[src/rtl/mem_port_arbiter_if.sv]
// Bus bundle between the fetch/load-store stages, the arbiter and the memory model.
// master = arbiter side, slave = pipeline/memory environment side.
interface mem_port_arbiter_if #(
    parameter int unsigned ADDR_W = 32,
    parameter int unsigned DATA_W = 32
);
    logic              i_req;
    logic [ADDR_W-1:0] i_addr;
    logic [DATA_W-1:0] i_rdata;
    logic              i_valid;
    logic              d_req;
    logic              d_we;
    logic [ADDR_W-1:0] d_addr;
    logic [DATA_W-1:0] d_wdata;
    logic [DATA_W-1:0] d_rdata;
    logic              d_valid;
    logic              mem_req;
    logic              mem_we;
    logic [ADDR_W-1:0] mem_addr;
    logic [DATA_W-1:0] mem_wdata;
    logic [DATA_W-1:0] mem_rdata;
    logic              mem_ready;
    logic              stall;
    logic              err;

    modport master (
        input  i_req, i_addr, d_req, d_we, d_addr, d_wdata, mem_rdata, mem_ready,
        output i_rdata, i_valid, d_rdata, d_valid,
        output mem_req, mem_we, mem_addr, mem_wdata, stall, err
    );

    modport slave (
        output i_req, i_addr, d_req, d_we, d_addr, d_wdata, mem_rdata, mem_ready,
        input  i_rdata, i_valid, d_rdata, d_valid,
        input  mem_req, mem_we, mem_addr, mem_wdata, stall, err
    );
endinterface

[src/rtl/mem_port_arbiter.sv]
// Shares one single-port memory between fetch (I) and load/store (D) with D-priority and bounded I starvation.
// Define ARB_TIMEOUT_EN to add a watchdog that abandons transactions stuck without mem_ready.
module mem_port_arbiter #(
    parameter int unsigned ADDR_W   = 32,
    parameter int unsigned DATA_W   = 32,
    parameter int unsigned FAIR_MAX = 4,
    parameter int unsigned TIMEOUT  = 64
) (
    input logic                 clk,
    input logic                 rst,
    mem_port_arbiter_if.master  bus
);
    localparam int unsigned FAIR_W = 4;

    if (FAIR_MAX < 1 || FAIR_MAX > 15 || TIMEOUT < 1) begin : g_bad_param
        $error("mem_port_arbiter: FAIR_MAX must be 1..15 and TIMEOUT >= 1");
    end

    typedef enum logic [1:0] {IDLE, BUSY_I, BUSY_D} state_e;

    state_e              state_q;
    logic [FAIR_W-1:0]   fair_cnt_q;
    logic                mem_req_q;
    logic                mem_we_q;
    logic [ADDR_W-1:0]   mem_addr_q;
    logic [DATA_W-1:0]   mem_wdata_q;
    logic [DATA_W-1:0]   i_rdata_q;
    logic [DATA_W-1:0]   d_rdata_q;
    logic                i_valid_q;
    logic                d_valid_q;
    logic                err_q;

    logic                timeout;
    logic                complete;
    logic [DATA_W-1:0]   rsp_data;
    logic                grant_d;

`ifdef ARB_TIMEOUT_EN
    localparam int unsigned WD_W = (TIMEOUT > 1) ? $clog2(TIMEOUT) : 1;
    logic [WD_W-1:0] wdog_q;

    assign timeout = (state_q != IDLE) && !bus.mem_ready && (wdog_q == WD_W'(TIMEOUT - 1));

    // Watchdog: zero in IDLE so every grant starts from a fresh count
    always_ff @(posedge clk or posedge rst) begin
        if (rst) begin
            wdog_q <= '0;
            err_q  <= 1'b0;
        end else begin
            if (state_q == IDLE || complete) wdog_q <= '0;
            else                             wdog_q <= wdog_q + WD_W'(1);
            if (timeout) err_q <= 1'b1;
        end
    end
`else
    assign timeout = 1'b0;
    assign err_q   = 1'b0;
`endif

    assign complete = bus.mem_ready || timeout;
    assign rsp_data = bus.mem_ready ? bus.mem_rdata : DATA_W'(32'hDEAD_BEEF);
    assign grant_d  = bus.d_req && (!bus.i_req || (fair_cnt_q < FAIR_W'(FAIR_MAX)));

    always_ff @(posedge clk or posedge rst) begin
        if (rst) begin
            state_q     <= IDLE;
            fair_cnt_q  <= '0;
            mem_req_q   <= 1'b0;
            mem_we_q    <= 1'b0;
            mem_addr_q  <= '0;
            mem_wdata_q <= '0;
            i_rdata_q   <= '0;
            d_rdata_q   <= '0;
            i_valid_q   <= 1'b0;
            d_valid_q   <= 1'b0;
        end else begin
            i_valid_q <= 1'b0;
            d_valid_q <= 1'b0;
            case (state_q)
                IDLE: begin
                    if (grant_d) begin
                        state_q     <= BUSY_D;
                        mem_req_q   <= 1'b1;
                        mem_we_q    <= bus.d_we;
                        mem_addr_q  <= bus.d_addr;
                        mem_wdata_q <= bus.d_wdata;
                        // Count D grants only while fetch is actually kept waiting
                        if (!bus.i_req)                           fair_cnt_q <= '0;
                        else if (fair_cnt_q < FAIR_W'(FAIR_MAX))  fair_cnt_q <= fair_cnt_q + FAIR_W'(1);
                    end else if (bus.i_req) begin
                        state_q    <= BUSY_I;
                        mem_req_q  <= 1'b1;
                        mem_we_q   <= 1'b0;
                        mem_addr_q <= bus.i_addr;
                        fair_cnt_q <= '0;
                    end
                end
                BUSY_I: begin
                    if (complete) begin
                        state_q   <= IDLE;
                        mem_req_q <= 1'b0;
                        mem_we_q  <= 1'b0;
                        i_rdata_q <= rsp_data;
                        i_valid_q <= 1'b1;
                    end
                end
                BUSY_D: begin
                    if (complete) begin
                        state_q   <= IDLE;
                        mem_req_q <= 1'b0;
                        mem_we_q  <= 1'b0;
                        d_rdata_q <= rsp_data;
                        d_valid_q <= 1'b1;
                    end
                end
                default: state_q <= IDLE;
            endcase
        end
    end

    assign bus.mem_req   = mem_req_q;
    assign bus.mem_we    = mem_we_q;
    assign bus.mem_addr  = mem_addr_q;
    assign bus.mem_wdata = mem_wdata_q;
    assign bus.i_rdata   = i_rdata_q;
    assign bus.d_rdata   = d_rdata_q;
    assign bus.i_valid   = i_valid_q;
    assign bus.d_valid   = d_valid_q;
    assign bus.err       = err_q;
    assign bus.stall     = (bus.i_req && !i_valid_q) || (bus.d_req && !d_valid_q);

endmodule

[src/flat_wrapper.sv]
// flat-port wrapper written by rule: the top's interface ports become plain ports
module mem_port_arbiter_flat 
#(
    parameter int unsigned ADDR_W   = 32,
    parameter int unsigned DATA_W   = 32,
    parameter int unsigned FAIR_MAX = 4,
    parameter int unsigned TIMEOUT  = 64
)
  (clk, rst, bus_i_req, bus_i_addr, bus_d_req, bus_d_we, bus_d_addr, bus_d_wdata, bus_mem_rdata, bus_mem_ready, bus_i_rdata, bus_i_valid, bus_d_rdata, bus_d_valid, bus_mem_req, bus_mem_we, bus_mem_addr, bus_mem_wdata, bus_stall, bus_err);
  mem_port_arbiter_if #(.ADDR_W(ADDR_W), .DATA_W(DATA_W)) bus_i ();
  input logic clk;
  input logic rst;
  input wire logic [$bits(bus_i.i_req)-1:0] bus_i_req;
  input wire logic [$bits(bus_i.i_addr)-1:0] bus_i_addr;
  input wire logic [$bits(bus_i.d_req)-1:0] bus_d_req;
  input wire logic [$bits(bus_i.d_we)-1:0] bus_d_we;
  input wire logic [$bits(bus_i.d_addr)-1:0] bus_d_addr;
  input wire logic [$bits(bus_i.d_wdata)-1:0] bus_d_wdata;
  input wire logic [$bits(bus_i.mem_rdata)-1:0] bus_mem_rdata;
  input wire logic [$bits(bus_i.mem_ready)-1:0] bus_mem_ready;
  output wire logic [$bits(bus_i.i_rdata)-1:0] bus_i_rdata;
  output wire logic [$bits(bus_i.i_valid)-1:0] bus_i_valid;
  output wire logic [$bits(bus_i.d_rdata)-1:0] bus_d_rdata;
  output wire logic [$bits(bus_i.d_valid)-1:0] bus_d_valid;
  output wire logic [$bits(bus_i.mem_req)-1:0] bus_mem_req;
  output wire logic [$bits(bus_i.mem_we)-1:0] bus_mem_we;
  output wire logic [$bits(bus_i.mem_addr)-1:0] bus_mem_addr;
  output wire logic [$bits(bus_i.mem_wdata)-1:0] bus_mem_wdata;
  output wire logic [$bits(bus_i.stall)-1:0] bus_stall;
  output wire logic [$bits(bus_i.err)-1:0] bus_err;
  assign bus_i.i_req = bus_i_req;
  assign bus_i.i_addr = bus_i_addr;
  assign bus_i.d_req = bus_d_req;
  assign bus_i.d_we = bus_d_we;
  assign bus_i.d_addr = bus_d_addr;
  assign bus_i.d_wdata = bus_d_wdata;
  assign bus_i.mem_rdata = bus_mem_rdata;
  assign bus_i.mem_ready = bus_mem_ready;
  assign bus_i_rdata = bus_i.i_rdata;
  assign bus_i_valid = bus_i.i_valid;
  assign bus_d_rdata = bus_i.d_rdata;
  assign bus_d_valid = bus_i.d_valid;
  assign bus_mem_req = bus_i.mem_req;
  assign bus_mem_we = bus_i.mem_we;
  assign bus_mem_addr = bus_i.mem_addr;
  assign bus_mem_wdata = bus_i.mem_wdata;
  assign bus_stall = bus_i.stall;
  assign bus_err = bus_i.err;
  mem_port_arbiter #(.ADDR_W(ADDR_W), .DATA_W(DATA_W), .FAIR_MAX(FAIR_MAX), .TIMEOUT(TIMEOUT)) u_core (.clk(clk), .rst(rst), .bus(bus_i));
endmodule
[config.mk]
export PLATFORM = sky130hd
export DESIGN_NAME = mem_port_arbiter_flat
export DESIGN_NICKNAME = d
export VERILOG_FILES = /design/src/rtl/mem_port_arbiter_if.sv /design/src/rtl/mem_port_arbiter.sv /design/src/flat_wrapper.sv
export SDC_FILE = /design/constraint.sdc
export NUM_CORES = 1
export LEC_CHECK = 0
export BUFFER_PORTS_ARGS = -buffer_cell sky130_fd_sc_hd__clkbuf_2
export CORE_ASPECT_RATIO = 0.8
export CORE_MARGIN = 5
export CORE_UTILIZATION = 50
export CTS_CLUSTER_DIAMETER = 40
export CTS_CLUSTER_SIZE = 16
export DETAILED_ROUTE_END_ITERATION = 10
export GPL_TIMING_DRIVEN = 0
export HOLD_SLACK_MARGIN = 0.03
export PLACE_DENSITY = 0.94
export SYNTH_ARGS = -nofsm -noshare
export SYNTH_HDL_FRONTEND = slang
export SYNTH_SLANG_ARGS = --single-unit
[constraint.sdc]
create_clock -name clk -period 7.3 [get_ports clk]
set_clock_uncertainty 0.15 [all_clocks]
set_input_delay 0.365 -clock clk [delete_from_list [all_inputs] [get_ports clk]]
set_output_delay 0.365 -clock clk [all_outputs]
set_load 0.02 [all_outputs]
==> impl_metrics.tcl <==
set metrics [dict create \
    ys.flop_type "dfrtp_1" \
    cts_tree "done" \
    hold_path_depth 3 \
    slew_headroom_pct 58.4 \
    multiInputGateArea_mm2 0.00203 \
    final_cells 906 \
    setup_violations 0 \
    required_ns 6.78 \
    endpoint_kind "output pin" \
    clock-root-buffer "clkbuf_16" \
    dp_hpwl_um 12500 \
    synthTopCellsByArea "dfrtp_1, mux2_2, mux2_1" \
    drv_slew 0 \
    cp_data_arrival_time_ns 1.67 \
    die_h_um 106 \
    p_switching_mw 1.65 \
    power.share.clock_pct 21.0 \
    grt_pass1_vias 5363 \
    intPower_mw 2.32 \
    post_cts_buffers 0 \
    antenna_found_initial 0 \
    via_per_inst 5.38 \
    drive_gt1_share_pct 50.3 \
    pwr-share-seq_pct 34.6 \
    final_antenna_net_count 0 \
    placement_rows 34 \
    cts.sinks 138 \
    post_dp_cell_area_mm2 0.00724 \
    synthCells 438 \
    power.leakage_nw 4.04 \
    start_util_pct 51.7 \
    status "finished clean" \
    ir_worst_vdd_v 0.000314 \
    synth-edff-count 0 \
    cts_buffers 17 \
    drc 0 \
    cts_max_level 4 \
    nets 888 \
    grt_max_degree 107 \
    fin_crit_ns 2.18 \
    synth_top_area_share_pct 60.6 \
    drt_iter0_drc 295 \
    die_x_um 129 \
    gr-usage-all-layers_pct 26.3 \
    yosys.area.top_type "dfrtp_1" \
    dieArea_mm2 0.0137 \
    path_clk_slew_ns 0.06 \
    clkLatencyLatePin_ns 0.41 \
    synth-seq-cells 138 \
    period_share_pct 29.9 \
    grt_pass1_wl_um 28100 \
    pwr-share-comb_pct 44.3 \
    syn_to_final_growth_pct 41.7 \
    ys_seq_area_share_pct 60.6 \
    synth_cell_types 29 \
    clk_path_buf_depth 2 \
    io_buffers 265 \
    seqCellArea_mm2 0.00345 \
    place_congestion 0.937 \
    synth_most_common_cell "dfrtp_1" \
    power_density_mw_per_mm2 492 \
    hold_viol 0 \
    r2r.worst_path.cells 7 \
    post_drt_wl_per_cell_um 19.8 \
    avgSynthCellArea_um2 13.0 \
    swShare_pct 41.5 \
    design_area_mm2 0.00808 \
    cp_max_fo 10 \
    max_cap_violations 0 \
    yosys-top-cells-count "dfrtp_1, nand2_1, mux2_2, nand4_1" \
    vias 4872 \
    timing_worst_setup_path_type "in -> out" \
    firstDrtPassIters 5 \
    syn_area_mm2 0.00570 \
    coreArea_mm2 0.0110 \
    synth_nets 577 \
    dp_cells 848 \
    grt_overflow 0 \
    tightestPinTransition_ns 0.623 \
    drt-total-wl_um 18000 \
    crit_path_start_kind "primary input" \
    setup_tns_ns 0 \
    fmax_mhz 458 \
    yosys_warnings 0 \
    io_pins 268 \
    fill_cells 711 \
    diodes 0 \
    ys_async_sr_fraction_pct 100 \
    rsz0062_at_grt "false" \
    hp-class "in -> reg" \
]
-- layer usage --
layer  share of wire, %  routed length (um)  track usage [%]
met5                  0                   0                0
met2                 51                9170             45.9
met1                 35                6260             28.3
met4                2.7                 484             9.75
met3                 11                2050             11.4
-- cell type report --
| class | instances | area share [%] |
|---|---|---|
| buffer | 32 | 2.29 |
| tap | 144 | 2.23 |
| timing repair buffer | 292 | 20.0 |
| sequential | 138 | 42.8 |
| multi-input combinational | 258 | 25.1 |
| clock buffer | 19 | 5.36 |
| clock inverter | 13 | 1.77 |
| inverter | 10 | 0.527 |
-- repair_timing --
item,4_1_cts,5_1_grt
gates resized for setup,0,0
hold buffers,25,1
hold endpoints to repair,56,1
-- path summary, 6_finish.rpt --
path | startpoint | endpoint | slack [ns]
worst max register to register | u_core.state_q[0] | u_core.bus.mem_addr[24] | 5.15
worst min register to register | u_core.bus.mem_wdata[7] | u_core.bus.mem_wdata[7] | 0.34
worst max-delay path | bus_d_req | bus_stall | 5.12
min in group asynchronous | rst | u_core.bus.mem_wdata[29] | 0.34
worst min-delay path | bus_i_addr[11] | u_core.bus.mem_addr[11] | 0.04
max in group asynchronous | rst | u_core.bus.i_rdata[8] | 5.86
-- power groups by stage --
stage	combinational (mW)	sequential (mW)	clock, mW
detailed placement	1.74	1.37	0
floorplan	0.652	1.80	0
global route	1.89	1.42	0.884
finish	1.76	1.38	0.837
CTS	1.77	1.36	0.844
global placement	1.68	1.34	0
-- through the flow --
step                      utilization [%]  power, mW  setup WS (ns)  hold slack (ns)
after floorplan                         -       2.45           3.09            0.302
after global placement               65.4       3.02           1.94            0.319
after detailed placement             65.7       3.11           5.14            0.212
after CTS                            73.2       3.97           5.14           0.0306
after global routing                 73.3       4.19           4.98           0.0371
final                                73.3       3.98           5.12           0.0426
-- flip-flops by register name, summed over array words and instances, names as in the netlist --
name,flops
u_core.bus.d_rdata,32
u_core.bus.i_rdata,32
u_core.bus.mem_addr,32
u_core.bus.mem_wdata,32
u_core.fair_cnt_q,4
u_core.state_q,2
u_core.bus.d_valid,1
u_core.bus.i_valid,1
u_core.bus.mem_req,1
u_core.bus.mem_we,1
-- cells in the final DEF, fill, tap and decap left out, types with 2 or more instances in the layout --
master / n
a22o_1: 2
and2_1: 2
buf_1: 3
buf_2: 10
buf_4: 2
buf_6: 6
bufinv_16: 2
clkbuf_1: 13
clkbuf_16: 17
clkbuf_2: 265
clkinv_2: 3
clkinv_4: 3
clkinvlp_4: 2
dfrtp_1: 138
dlygate4sd3_1: 26
ha_1: 5
inv_1: 9
inv_6: 4
mux2_1: 32
mux2_2: 64
mux2i_1: 2
nand2_1: 70
nand4_1: 33
nor2_1: 2
o211ai_1: 32
o21ai_1: 3
-- cell families after synthesis --
| kind of cell | after synthesis | synth area share (%) |
|---|---|---|
| DFF | 138 | 60.6 |
| and+or+nand+nor | 111 | 9.24 |
| muxes | 98 | 19.3 |
| AOI/OAI and AO/OA | 43 | 5.82 |
| buffers and inverters | 42 | 3.91 |
| adders and majority gates | 5 | 1.10 |
| other | 1 | 0.0658 |
-- critical path, cell delays in order --
cell	delay [ns]
clkbuf_2	0.15
buf_4	0.22
clkbuf_1	0.51
inv_1	0.09
o22ai_1	0.13
clkbuf_2	0.20
(Power assumes the default switching activity.)
